--- src/rtl/spi_command_executor_pkg.sv ---
// Shared command codes, payload sizes and the draw-request record used by
// the SPI command executor and its draw-request FIFO.
package spi_command_executor_pkg;

  localparam logic [7:0] COMMAND_SAVE_SPRITE = 8'h53;
  localparam logic [7:0] COMMAND_DRAW_SPRITE = 8'h44;
  localparam int         SPRITE_BYTES        = 512;
  localparam int         DRAW_BYTES          = 6;

  typedef struct packed {
    logic [7:0]  sprite;
    logic [15:0] x;
    logic [15:0] y;
    logic [7:0]  flags;
  } draw_req_t;

  typedef enum logic [2:0] {
    ST_IDLE,
    ST_SAVE_ID,
    ST_SAVE_PIX,
    ST_DRAW_ASM,
    ST_SKIP
  } exec_state_t;

endpackage

--- src/rtl/spi_command_executor_fifo.sv ---
// Synchronous draw-request FIFO: power-of-two depth, head read straight from
// storage so a push into an empty FIFO is visible the next cycle.
module draw_req_fifo
  import spi_command_executor_pkg::*;
#(
  parameter int DEPTH = 8
) (
  input  logic      clock,
  input  logic      reset,
  input  logic      push,
  input  draw_req_t push_data,
  input  logic      ready,
  output logic      valid,
  output draw_req_t head,
  output logic      full
);

  localparam int PW = $clog2(DEPTH);

  draw_req_t       mem [DEPTH];
  logic [PW-1:0]   wr_ptr, rd_ptr;
  logic [PW:0]     count;
  logic            do_push, do_pop;

  assign valid   = (count != '0);
  assign full    = (count == (PW+1)'(DEPTH));
  assign head    = mem[rd_ptr];
  assign do_pop  = valid & ready;
  // A full FIFO still accepts when the head leaves in the same cycle.
  assign do_push = push & (~full | do_pop);

  always_ff @(posedge clock) begin
    if (do_push) mem[wr_ptr] <= push_data;
  end

  always_ff @(posedge clock) begin
    if (reset) begin
      wr_ptr <= '0;
      rd_ptr <= '0;
      count  <= '0;
    end else begin
      if (do_push) wr_ptr <= wr_ptr + 1'b1;
      if (do_pop)  rd_ptr <= rd_ptr + 1'b1;
      case ({do_push, do_pop})
        2'b10:   count <= count + 1'b1;
        2'b01:   count <= count - 1'b1;
        default: count <= count;
      endcase
    end
  end

endmodule

--- src/rtl/spi_command_executor.sv ---
// Turns parsed SPI bytes into sprite-RAM writes and queued draw requests.
// Define SPI_EXEC_STATS_EN to add saturating write/draw/drop counters.
module spi_command_executor
  import spi_command_executor_pkg::*;
#(
  parameter int SPRITE_COUNT = 64,
  parameter int FIFO_DEPTH   = 8
) (
  input  logic                              clock,
  input  logic                              reset,
  input  logic                              frame_end,
  input  logic                              in_byte,
  input  logic [7:0]                        in_command,
  input  logic [7:0]                        in_data,
  input  logic [15:0]                       in_index,
  output logic                              spr_we,
  output logic [$clog2(SPRITE_COUNT)+8:0]   spr_addr,
  output logic [7:0]                        spr_wdata,
  output logic                              draw_valid,
  input  logic                              draw_ready,
  output logic [7:0]                        draw_sprite,
  output logic [15:0]                       draw_x,
  output logic [15:0]                       draw_y,
  output logic [7:0]                        draw_flags,
  output logic                              draw_overflow
`ifdef SPI_EXEC_STATS_EN
  ,
  output logic [15:0]                       stat_writes,
  output logic [15:0]                       stat_draws,
  output logic [7:0]                        stat_drops
`endif
);

  localparam int          ID_W     = $clog2(SPRITE_COUNT);
  localparam logic [15:0] LAST_PIX = 16'(SPRITE_BYTES + 1);
  localparam logic [15:0] LAST_DRW = 16'(DRAW_BYTES);

  exec_state_t        state, state_n;
  logic               byte_q;
  logic [15:0]        exp_idx, exp_n;
  logic [ID_W-1:0]    save_id, id_n;
  draw_req_t          asm_q, asm_n, push_req, head;
  logic               we_n;
  logic [ID_W+8:0]    addr_n;
  logic [7:0]         wdata_n;
  logic [8:0]         pix;
  logic               push, fifo_full, pop, drop;

  assign pix  = in_index[8:0] - 9'd2;
  assign pop  = draw_valid & draw_ready;
  assign drop = push & fifo_full & ~pop;

  always_ff @(posedge clock) begin
    if (reset) begin
      state         <= ST_IDLE;
      byte_q        <= 1'b0;
      exp_idx       <= '0;
      save_id       <= '0;
      asm_q         <= '0;
      spr_we        <= 1'b0;
      spr_addr      <= '0;
      spr_wdata     <= '0;
      draw_overflow <= 1'b0;
    end else begin
      state     <= state_n;
      byte_q    <= in_byte;
      exp_idx   <= exp_n;
      save_id   <= id_n;
      asm_q     <= asm_n;
      spr_we    <= we_n;
      spr_addr  <= addr_n;
      spr_wdata <= wdata_n;
      if (drop) draw_overflow <= 1'b1;
    end
  end

  always_comb begin
    state_n  = state;
    exp_n    = exp_idx;
    id_n     = save_id;
    asm_n    = asm_q;
    we_n     = 1'b0;
    addr_n   = spr_addr;
    wdata_n  = spr_wdata;
    push     = 1'b0;
    push_req = asm_q;
    push_req.flags = in_data;
    // frame_end wins over a byte decoded in the same cycle.
    if (frame_end) begin
      state_n = ST_IDLE;
    end else if (byte_q) begin
      if (in_index == 16'd0) begin
        exp_n = 16'd1;
        case (in_command)
          COMMAND_SAVE_SPRITE: state_n = ST_SAVE_ID;
          COMMAND_DRAW_SPRITE: begin
            state_n = ST_DRAW_ASM;
            asm_n   = '0;
          end
          default:             state_n = ST_IDLE;
        endcase
      end else begin
        exp_n = exp_idx + 16'd1;
        // Out-of-sequence bytes abort the command with no side effect.
        if (in_index != exp_idx &&
            (state == ST_SAVE_ID || state == ST_SAVE_PIX || state == ST_DRAW_ASM)) begin
          state_n = ST_IDLE;
        end else begin
          case (state)
            ST_SAVE_ID: begin
              id_n    = in_data[ID_W-1:0];
              state_n = ({24'd0, in_data} < 32'(SPRITE_COUNT)) ? ST_SAVE_PIX : ST_SKIP;
            end
            ST_SAVE_PIX: begin
              we_n    = 1'b1;
              addr_n  = {save_id, pix};
              wdata_n = in_data;
              if (in_index == LAST_PIX) state_n = ST_IDLE;
            end
            ST_DRAW_ASM: begin
              case (in_index)
                16'd1:   asm_n.sprite   = in_data;
                16'd2:   asm_n.x[15:8]  = in_data;
                16'd3:   asm_n.x[7:0]   = in_data;
                16'd4:   asm_n.y[15:8]  = in_data;
                16'd5:   asm_n.y[7:0]   = in_data;
                default: begin
                  if (in_index == LAST_DRW) begin
                    push    = 1'b1;
                    state_n = ST_IDLE;
                  end
                end
              endcase
            end
            default: state_n = state;
          endcase
        end
      end
    end
  end

  draw_req_fifo #(.DEPTH(FIFO_DEPTH)) u_fifo (
    .clock     (clock),
    .reset     (reset),
    .push      (push),
    .push_data (push_req),
    .ready     (draw_ready),
    .valid     (draw_valid),
    .head      (head),
    .full      (fifo_full)
  );

  assign draw_sprite = head.sprite;
  assign draw_x      = head.x;
  assign draw_y      = head.y;
  assign draw_flags  = head.flags;

`ifdef SPI_EXEC_STATS_EN
  always_ff @(posedge clock) begin
    if (reset) begin
      stat_writes <= '0;
      stat_draws  <= '0;
      stat_drops  <= '0;
    end else begin
      if (spr_we && stat_writes != '1)                    stat_writes <= stat_writes + 1'b1;
      if (push && !drop && stat_draws != '1)              stat_draws  <= stat_draws + 1'b1;
      if (drop && stat_drops != '1)                       stat_drops  <= stat_drops + 1'b1;
    end
  end
`endif

endmodule

--- config.mk ---
export PLATFORM = sky130hd
export DESIGN_NAME = spi_command_executor
export DESIGN_NICKNAME = d
export VERILOG_FILES = /design/src/rtl/spi_command_executor_pkg.sv /design/src/rtl/spi_command_executor_fifo.sv /design/src/rtl/spi_command_executor.sv
export SDC_FILE = /design/constraint.sdc
export NUM_CORES = 1
export LEC_CHECK = 0
export BUFFER_PORTS_ARGS = -buffer_cell sky130_fd_sc_hd__buf_2
export CAP_MARGIN = 5
export CORE_MARGIN = 5
export CORE_UTILIZATION = 50
export DETAILED_ROUTE_END_ITERATION = 7
export GPL_TIMING_DRIVEN = 0
export PLACE_DENSITY_LB_ADDON = 0.2
export SETUP_SLACK_MARGIN = 0.5
export SLEW_MARGIN = 20
export SYNTH_ARGS = -nofsm -noshare
export SYNTH_HDL_FRONTEND = slang
export SYNTH_SLANG_ARGS = --single-unit
--- constraint.sdc ---
create_clock -name clock -period 10.3 [get_ports clock]
set_input_delay 2.06 -clock clock [delete_from_list [all_inputs] [get_ports clock]]
set_output_delay 2.06 -clock clock [all_outputs]
set_load 0.005 [all_outputs]
==> flow_metrics.env <==
export IMPL_finalHoldViolCount=0
export IMPL_num_vias=10700
export IMPL_intPower_mw=3.22
export IMPL_synth_nets=1178
export IMPL_cts_buffer_depth=3
export IMPL_grt_pass1_wl_mm=66.6
export IMPL_clkTransAtPathRegs_ns=0.06
export IMPL_use_met1_pct=30.7
export IMPL_syn_area_sq_um=19200
export IMPL_cts_buffers_inserted=49
export IMPL_slew_headroom_pct=29.4
export IMPL_htreeDepth=2
export IMPL_route_antenna_remaining_nets=0
export IMPL_cts_setup_buffers=0
export IMPL_p_comb_share_pct=1.2
export IMPL_clk_latency_ns=0.56
export IMPL_ys_flop_type="edfxtp_1"
export IMPL_arrival_ns=3.59
export IMPL_yosysTopAreaCell="edfxtp_1"
export IMPL_p_sw_share_pct=18.9
export IMPL_totalWireLength_mm=43.9
export IMPL_placed_cells=1778
export IMPL_ctsHoldBuffers=0
export IMPL_end_kind="primary output"
export IMPL_finalSetupViolCount=0
export IMPL_synth_common_cells="384 x edfxtp_1, 104 x dfxtp_1, 96 x mux4_2"
export IMPL_post_route_min_period_ns=5.65
export IMPL_async_flop_share_pct=0
export IMPL_die_x_um=206
export IMPL_drt_iter0_markers=951
export IMPL_post_cts_resized=0
export IMPL_drv_slew=0
export IMPL_cp_max_fo=10
export IMPL_die_h_um=206
export IMPL_port_buffers=105
export IMPL_rows=71
export IMPL_yosysWarningCount=0
export IMPL_p_total_mw=3.97
export IMPL_firstDrtPassIters=5
export IMPL_total_leakage_power_nw=8.32
export IMPL_instances_no_fill=1871
export IMPL_worstPathRequired_ns=8.24
export IMPL_grt_start_max_net_pins=21
export IMPL_p_clk_share_pct=46.0
export IMPL_cp_start_kind="flip-flop"
export IMPL_rsz0062_at_grt="false"
export IMPL_skew_ns=0.0117
export IMPL_drc=0
export IMPL_hold_class="flip-flop to flip-flop"
export IMPL_synthTopCellsByArea="edfxtp_1 60%, mux4_2 11%, dfxtp_1 11%, mux2_2 2.8%, a21oi_1 1.8%"
export IMPL_use_met3_pct=3.80
export IMPL_ys_ff_latch=488
export IMPL_wl_per_cell_um=23.5
export IMPL_grt_pass1_vias=10800
export IMPL_pwr_share_seq_pct=52.9
export IMPL_cap_viol_max_count=0
export IMPL_period_share_pct=54.8
export IMPL_synth_seq_area_share_pct=70.9
export IMPL_synth_edf_count=384
export IMPL_busiest_layer="met2"
export IMPL_status="complete, no violations"
export IMPL_via_per_inst=5.71
export IMPL_hold_slack_ns=0.452
export IMPL_grt_ovfl_total=0
export IMPL_area_growth_pct=17.5
export IMPL_final_cell_area_sq_um=22600
export IMPL_start_util_pct=50.8
export IMPL_avgSynthCellArea_sq_um=16.9
export IMPL_synth_cell_types=53
export IMPL_num_io_pins=111
export IMPL_grtUsageMet2_pct=33.2
export IMPL_cts_tree="done"
export IMPL_core_area_sq_um=37800
export IMPL_clockRootBuffer="clkbuf_16"
export IMPL_dp_hpwl_mm=28.8
export IMPL_drive_above_1_share_pct=28.5
export IMPL_antenna_found_initial=1
export IMPL_cts_num_sinks=488
export IMPL_num_antenna_cells=0
export IMPL_worstMarginPinSlew_ns=1.05
export IMPL_fp_dieArea_sq_um=42400
export IMPL_syn_inst=1134
export IMPL_timing_fmax_ghz=0.177
export IMPL_globalplace_congestion=0.850
export IMPL_nNetsFinal=1363
export IMPL_grtUsageTotal_pct=20.9
export IMPL_powerDensity_nw_per_um2=176
export IMPL_yosysTopAreaCellShare_pct=60.1
export IMPL_placed_cell_area_sq_um=20900
export IMPL_max_vdd_ir_drop_mv=0.123
export IMPL_switchingPower_uw=752
export IMPL_critPathKind="flip-flop to primary output"
export IMPL_synth_most_common_cell="edfxtp_1"
==> power groups by stage <==
| stage | sequential (mW) | combinational (mW) | clock, mW |
|---|---|---|---|
| 2_1_floorplan | 2.14 | 0.0207 | 0 |
| 3_3_place_gp | 2.14 | 0.0446 | 0 |
| 3_5_place_dp | 2.14 | 0.0454 | 0 |
| 4_1_cts | 2.10 | 0.0456 | 1.86 |
| 5_1_grt | 2.10 | 0.0495 | 1.95 |
| 6_report | 2.10 | 0.0463 | 1.83 |
==> cell usage in the layout (no fill, tap or decap), types with 5 or more instances in the layout <==
| master | instances |
|---|---|
| buf_6 | 5 |
| edfxtp_1 | 384 |
| nor2_4 | 6 |
| nand2_1 | 62 |
| ha_1 | 7 |
| xnor2_1 | 7 |
| nand3b_1 | 11 |
| a21oi_1 | 70 |
| or4_1 | 6 |
| mux4_2 | 96 |
| dfxtp_1 | 104 |
| xor2_1 | 37 |
| clkbuf_16 | 53 |
| buf_4 | 12 |
| mux2_2 | 48 |
| mux2i_1 | 9 |
| buf_12 | 9 |
| and2_1 | 10 |
| buf_2 | 118 |
| nor4_2 | 5 |
| nand3_1 | 36 |
| o21ai_0 | 47 |
| and3_1 | 5 |
| nor2_1 | 42 |
| nor4_1 | 7 |
| buf_16 | 5 |
| clkbuf_1 | 64 |
| nand2b_1 | 11 |
| clkbuf_8 | 9 |
| nor3_1 | 7 |
| inv_1 | 5 |
| nor2b_1 | 5 |
==> worst paths after layout <==
path | start | to | slack (ns) | depth (start not counted)
worst max register to register | exp_idx[9] | u_fifo.mem[0][4] | 6.57 | 9
worst max-delay path | flip-flop | draw_y[3] | 4.65 | 6
worst min-delay path | spr_addr[8] | spr_addr[8] | 0.45 | 2
worst min register to register | spr_addr[8] | spr_addr[8] | 0.45 | 2
==> layer usage <==
layer	wire length (um)	up-vias
met5	7	-
met4	633	2
met3	2750	51
met2	20900	330
met1	19600	5483
li1	-	4812
==> final cells by class <==
cell class	instances	area, sq um
fill	2812	15200
sequential	488	13600
clock buffer	82	1530
inverter	5	18.8
buffer	64	265
clock inverter	10	155
timing repair buffer	134	975
tap	511	639
multi-input combinational	577	5360
==> cell families after synthesis <==
logic type / share of synthesized area (%)
DFF: 70.9
and+or+nand+nor: 6.76
muxes: 14.5
AOI/OAI and AO/OA: 3.85
buffers and inverters: 1.47
xor gates and xnor gates: 2.01
adders and majority gates: 0.456
==> stage by stage <==
stage	worst slack [ns]	setup TNS, ns	utilization [%]
floorplan	2.88	0	-
global placement	-1.14	-99.33	53.9
detailed placement	4.54	0	55.2
CTS	4.51	0	59.7
global route	4.52	0	59.7
finish	4.65	0	59.7
==> state kept, by name, indices dropped and copies added (netlist names), 4 cells and up, named ones only <==
signal,cells
u_fifo.mem,384
asm_q,40
exp_idx,16
spr_addr,15
spr_wdata,8
save_id,6
u_fifo.count,4
==> critical path, stage by stage (launching register included) <==
cell and delay (ns):
dfxtp_1 0.33, clkbuf_1 0.39, clkbuf_1 0.77, buf_1 0.69
mux4_2 0.42, mux2_2 0.29, buf_2 0.13
Power figures use the tool's default switching activity.
